==> config.mk <==
export PLATFORM = sky130hd
export DESIGN_NAME = memory_bus_arbiter
export DESIGN_NICKNAME = d
export VERILOG_FILES = /design/src/rtl/mem_arb_pkg.sv /design/src/rtl/arb_picker.sv /design/src/rtl/memory_bus_arbiter.sv
export SDC_FILE = /design/constraint.sdc
export NUM_CORES = 1
export LEC_CHECK = 0
export CORE_AREA = 2 2 207 209
export DETAILED_ROUTE_END_ITERATION = 12
export DIE_AREA = 0 0 209 211
export GPL_TIMING_DRIVEN = 0
export PLACE_DENSITY = 0.5
export SYNTH_ARGS = -nofsm -noshare
export SYNTH_HDL_FRONTEND = slang
export SYNTH_SLANG_ARGS = --single-unit
export TNS_END_PERCENT = 1
==> constraint.sdc <==
create_clock -name clk -period 2.4 [get_ports clk]
set_input_delay 0.48 -clock clk [delete_from_list [all_inputs] [get_ports clk]]
set_output_delay 0.48 -clock clk [all_outputs]
set_load 0.02 [all_outputs]
==> src/rtl/mem_arb_pkg.sv <==
// Shared types and default sizes for the memory bus arbiter.
// Holds the FSM state enum and the default NUM_REQ/ADDR_W/DATA_W values.
package mem_arb_pkg;

  localparam int NUM_REQ_D = 3;
  localparam int ADDR_W_D  = 32;
  localparam int DATA_W_D  = 64;

  typedef enum logic [1:0] {
    IDLE,
    ISSUE,
    WAIT
  } state_t;

endpackage

==> src/rtl/arb_picker.sv <==
// Combinational picker: scans i_req from i_start upward, wrapping.
// Ports: i_req, i_start in; o_gnt (one-hot), o_idx, o_any out.
module arb_picker
  import mem_arb_pkg::*;
#(
  parameter int NUM_REQ = NUM_REQ_D,
  parameter int IDX_W   = 2
) (
  input  logic [NUM_REQ-1:0] i_req,
  input  logic [IDX_W-1:0]   i_start,
  output logic [NUM_REQ-1:0] o_gnt,
  output logic [IDX_W-1:0]   o_idx,
  output logic               o_any
);

  always_comb begin
    int j;
    j     = 0;
    o_gnt = '0;
    o_idx = '0;
    o_any = 1'b0;
    for (int k = 0; k < NUM_REQ; k++) begin
      j = (int'(i_start) + k) % NUM_REQ;
      if (!o_any && i_req[j]) begin
        o_gnt[j] = 1'b1;
        o_idx    = IDX_W'(j);
        o_any    = 1'b1;
      end
    end
  end

endmodule

==> src/rtl/memory_bus_arbiter.sv <==
// Arbitrates fetch/load/store requesters onto one memory port,
// one transaction outstanding at a time (IDLE -> ISSUE -> WAIT).
// Ports: clk, reset (sync, active high); req_* / resp_* requester side;
// mem_* memory side; protocol_err sticky on a response outside WAIT.
// Define MEM_ARB_ROUND_ROBIN_EN for round-robin; default is fixed priority.
module memory_bus_arbiter
  import mem_arb_pkg::*;
#(
  parameter int NUM_REQ = NUM_REQ_D,
  parameter int ADDR_W  = ADDR_W_D,
  parameter int DATA_W  = DATA_W_D
) (
  input  logic                      clk,
  input  logic                      reset,
  input  logic [NUM_REQ-1:0]        req_valid,
  output logic [NUM_REQ-1:0]        req_ready,
  input  logic [NUM_REQ*ADDR_W-1:0] req_addr,
  input  logic [NUM_REQ-1:0]        req_we,
  input  logic [NUM_REQ*DATA_W-1:0] req_wdata,
  output logic [NUM_REQ-1:0]        resp_valid,
  output logic [DATA_W-1:0]         resp_rdata,
  output logic                      mem_req_valid,
  input  logic                      mem_req_ready,
  output logic [ADDR_W-1:0]         mem_addr,
  output logic                      mem_we,
  output logic [DATA_W-1:0]         mem_wdata,
  input  logic                      mem_resp_valid,
  input  logic [DATA_W-1:0]         mem_rdata,
  output logic                      protocol_err
);

  localparam int IDX_W = (NUM_REQ > 1) ? $clog2(NUM_REQ) : 1;

  state_t              r_state;
  state_t              w_next;
  logic [ADDR_W-1:0]   r_addr;
  logic                r_we;
  logic [DATA_W-1:0]   r_wdata;
  logic [IDX_W-1:0]    r_owner;
  logic                r_perr;

  logic [NUM_REQ-1:0]  w_gnt;
  logic [IDX_W-1:0]    w_idx;
  logic                w_any;
  logic [IDX_W-1:0]    w_start;
  logic                w_accept;

`ifdef MEM_ARB_ROUND_ROBIN_EN
  logic [IDX_W-1:0]    r_last;

  // Search begins one past the last winner, wrapping to 0.
  assign w_start = (int'(r_last) == NUM_REQ-1) ? '0 : r_last + 1'b1;

  always_ff @(posedge clk) begin
    if (reset)
      r_last <= IDX_W'(NUM_REQ-1);
    else if (w_accept)
      r_last <= w_idx;
  end
`else
  assign w_start = '0;
`endif

  arb_picker #(
    .NUM_REQ (NUM_REQ),
    .IDX_W   (IDX_W)
  ) u_picker (
    .i_req   (req_valid),
    .i_start (w_start),
    .o_gnt   (w_gnt),
    .o_idx   (w_idx),
    .o_any   (w_any)
  );

  assign w_accept = (r_state == IDLE) && w_any && !reset;

  always_comb begin
    w_next        = r_state;
    req_ready     = '0;
    mem_req_valid = 1'b0;
    resp_valid    = '0;
    unique case (r_state)
      IDLE: begin
        if (w_any) begin
          req_ready = w_gnt;
          w_next    = ISSUE;
        end
      end
      ISSUE: begin
        mem_req_valid = 1'b1;
        if (mem_req_ready)
          w_next = WAIT;
      end
      WAIT: begin
        if (mem_resp_valid) begin
          resp_valid = NUM_REQ'(1) << r_owner;
          w_next     = IDLE;
        end
      end
      default: w_next = IDLE;
    endcase
    // Outputs are quiet while reset is held, whatever the state.
    if (reset) begin
      req_ready     = '0;
      mem_req_valid = 1'b0;
      resp_valid    = '0;
    end
  end

  always_ff @(posedge clk) begin
    if (reset) begin
      r_state <= IDLE;
      r_addr  <= '0;
      r_we    <= 1'b0;
      r_wdata <= '0;
      r_owner <= '0;
      r_perr  <= 1'b0;
    end else begin
      r_state <= w_next;
      if (w_accept) begin
        r_addr  <= req_addr[int'(w_idx)*ADDR_W +: ADDR_W];
        r_we    <= req_we[w_idx];
        r_wdata <= req_wdata[int'(w_idx)*DATA_W +: DATA_W];
        r_owner <= w_idx;
      end
      if (mem_resp_valid && r_state != WAIT)
        r_perr <= 1'b1;
    end
  end

  assign mem_addr     = r_addr;
  assign mem_we       = r_we;
  assign mem_wdata    = r_wdata;
  assign resp_rdata   = mem_rdata;
  assign protocol_err = r_perr;

endmodule

==> metrics <==
Max Buffers Root-to-Sink 2; most frequently used flop master after synthesis dfxtp_1; H-tree levels 3; WHS Path Cells 2; library cell with the largest summed area after synthesis dfxtp_1; number of global-route vias before repair around 8,600; Worst Path Class, Setup in -> out; Cell Count, Final, Fillers Out 1,897; minimum period implied by the final worst setup slack 2.35 ns; power density over the cells 505 nW/um^2; register area share after synthesis about 29%; area occupied by multi-input gates between 3000 and 4000 um^2; register area ~2000 um^2; row count 75; CTS buffer count 9; # hold bufs at CTS 0; starting density of the core 17.1%; DPL Wire Length around 32,000 um; Net Sw Frac a little over a third; total instance count after detailed placement about 1,900; Gate Count Post-Synth 877; Data required, critical path between 1.5 and 2 ns; synthesized netlist net count 1,239; number of nets still failing antenna checks after routing 0; antenna violations before repair 6; Final Cell Area roughly 13,000 um^2; clock net sink count 102; largest fanout on the critical path 10; nets 1,714; final setup violation count 0; signal arrival time at the worst endpoint around 1.9 ns; top cells by area in the synthesized netlist dfxtp_1, or3b_2, o211ai_1, o32ai_1, nand2b_1; GRT Util Overall 17.7%; result of the run complete, no violations; largest net degree at the start of global routing 20; count of endpoints failing hold in the final timing report 0; Lkg Pwr 0.00452 uW; DR vias roughly 8,400; number of enable flip-flop cells after synthesis 0; routability-driven placement congestion ratio approximately 0.83; final max-slew violation count 0; Highest Clock Rate 425 MHz; kind of start point of the critical path input pin; Die X-Extent between 200 and 250 um; per-cell routed wire length 21.2 um; internal power between 4000 and 5000 uW; total number of yosys warnings 0; category of the worst setup path capture point output pin; instance area at placement 12,500 um^2; Avg Cell Area, Syn slightly above 8 um^2; synthesis-stage register bit count 102; transition time of the tightest slew-check pin 0.920 ns; final WL between 40,000 and 50,000 um; path category of the worst min-delay check reg -> reg; total grt overflow 0; Remaining DRCs 0; share of synthesized registers carrying an async set or reset 0%; number of cells on the worst reg-to-reg path 6; I/O Pins 531; area share of the leading cell type in the synthesized netlist 28.5%; number of fill cells ~4,400; final period utilization 98.0%; Combinational Power Share 42.7%; routed via count divided by cell count 4.44; Switching Power 2300 uW; latest clock arrival within the worst-skew pair 0.38 ns; Area Overhead vs Synth 80.2%; clk slew on worst S/H paths 0.07 ns; largest clock skew in the final design 0.0158 ns; Peak VDD IR 0.000283 V; Die Outline Area 44,100 um^2; violation count after the first detailed-routing iteration between 400 and 500; buffer cell driving the clock tree root clkbuf_16; global-route wire length before repair 57,200 um; height of the chip roughly 210 um; portion of total power attributed to the clock network 25.1%; Std-Cell Core Area 41,800 um^2; TritonCTS clock tree yes; number of maximum-capacitance violations 0; reg-to-reg slack, setup roughly 0.28 ns; Detailed Routing Iterations Pass 1 5; I/O Buffers 465; Synth cell types 28; area of the mapped netlist 7150 um^2; share of layout cells above drive strength 1 17.9%; relative slew slack 38.6%; sequential share of power roughly 32%
-- final timing paths --
| kind | startpoint | endpoint |
|---|---|---|
| worst max-delay path | req_valid[2] | req_ready[2] |
| worst min-delay path | mem_addr[5]$_SDFFE_PP0P_ | mem_addr[5]$_SDFFE_PP0P_ |
| worst max register to register | r_state[1]$_SDFFE_PP0P_ | mem_wdata[33]$_SDFFE_PP0P_ |
| worst min register to register | mem_addr[5]$_SDFFE_PP0P_ | mem_addr[5]$_SDFFE_PP0P_ |
-- power groups by stage --
stage	Sequential, uW	Clock (uW)	Combinational, uW
floorplan	2420	0	989
global placement	2130	0	2780
detailed placement	2140	0	2780
CTS	2100	1710	2810
global route	2130	1760	2970
finish	2100	1630	2780
-- repair_timing --
action                     4_1_cts  5_1_grt
setup buffers                    1        0
setup endpoints to repair      104       25
gates resized for setup         63        8
pin swaps                        1        0
-- stage by stage --
step           hold slack [ns]  setup slack (ns)  utilization (%)  setup TNS [ns]  total power (uW)
2_1_floorplan            0.471             0.398                -               0              3410
3_3_place_gp             0.462             -1.85             29.9          -79.96              4910
3_5_place_dp             0.463             -1.86             29.9          -85.18              4920
4_1_cts                  0.475           0.00680             30.9               0              6630
5_1_grt                  0.497          -0.00111             30.9        -0.00111              6850
6_report                 0.474            0.0481             30.9               0              6510
-- routing by layer --
metal / track usage (%) / routed length [um]
met4: 3.84 / 601
met3: 5.17 / 2610
met2: 30.9 / 19700
met1: 21.6 / 17300
met5: 0 / 43
-- placed cells by master, fill, tap and decap left out, types with 2 or more instances in the layout --
master / netlist / routed
clkdlybuf4s50_1: 0 / 455
dfxtp_1: 102 / 101
a21oi_1: 100 / 100
nand2b_1: 98 / 98
inv_1: 98 / 98
o211ai_1: 97 / 97
or3b_2: 98 / 97
o32ai_1: 77 / 77
buf_4: 64 / 67
clkbuf_1: 73 / 58
o32ai_2: 20 / 20
buf_2: 10 / 12
clkbuf_16: 0 / 10
buf_1: 11 / 8
clkbuf_4: 0 / 7
clkbuf_2: 0 / 6
buf_6: 5 / 5
nor2_1: 5 / 5
clkinv_4: 0 / 5
clkdlybuf4s15_2: 0 / 3
and2_1: 2 / 2
nor3b_4: 0 / 2
nor3_1: 3 / 2
dlygate4sd2_1: 0 / 2
-- synth_stat cells (all sizes together), types with 3 or more instances --
cell type / number
o32ai: 97
buf: 90
nand2b: 98
nor3: 3
inv: 98
nor2: 5
a21oi: 100
nor3b: 3
clkbuf: 73
or3b: 98
dfxtp: 102
o211ai: 97
-- cell families (layout without fill, tap and decap cells) --
logic type,count (synthesis),in the layout,share of synthesized area [%]
flip-flops,102,102,28.5
AND/OR/NAND/NOR,216,216,22.2
other,0,1,0
buffers and inverters,261,741,17.8
AO/OA/AOI/OAI,298,298,31.5
-- worst max-delay path, cell delays in order --
cell,delay (ns)
clkdlybuf4s50_1,0.55
buf_12,0.19
clkbuf_4,0.21
and3_1,0.15
clkdlybuf4s15_2,0.27
-- final cells by class --
class | count | area share, %
diodes | 1 | 0.0194
repair buffers | 466 | 36.1
inverters | 98 | 2.85
clock inverters | 7 | 0.640
clock buffers | 9 | 1.75
flip-flops and latches | 102 | 15.8
well taps | 539 | 5.23
multi-input cells | 514 | 30.0
plain buffers | 161 | 7.57
-- state kept, by name, summed over array words and instances (netlist names) --
| register | count |
|---|---|
| mem_addr | 32 |
| mem_wdata | 64 |
| mem_we | 1 |
| protocol_err | 1 |
| r_owner | 2 |
| r_state | 2 |
Power figures use the tool's default switching activity.
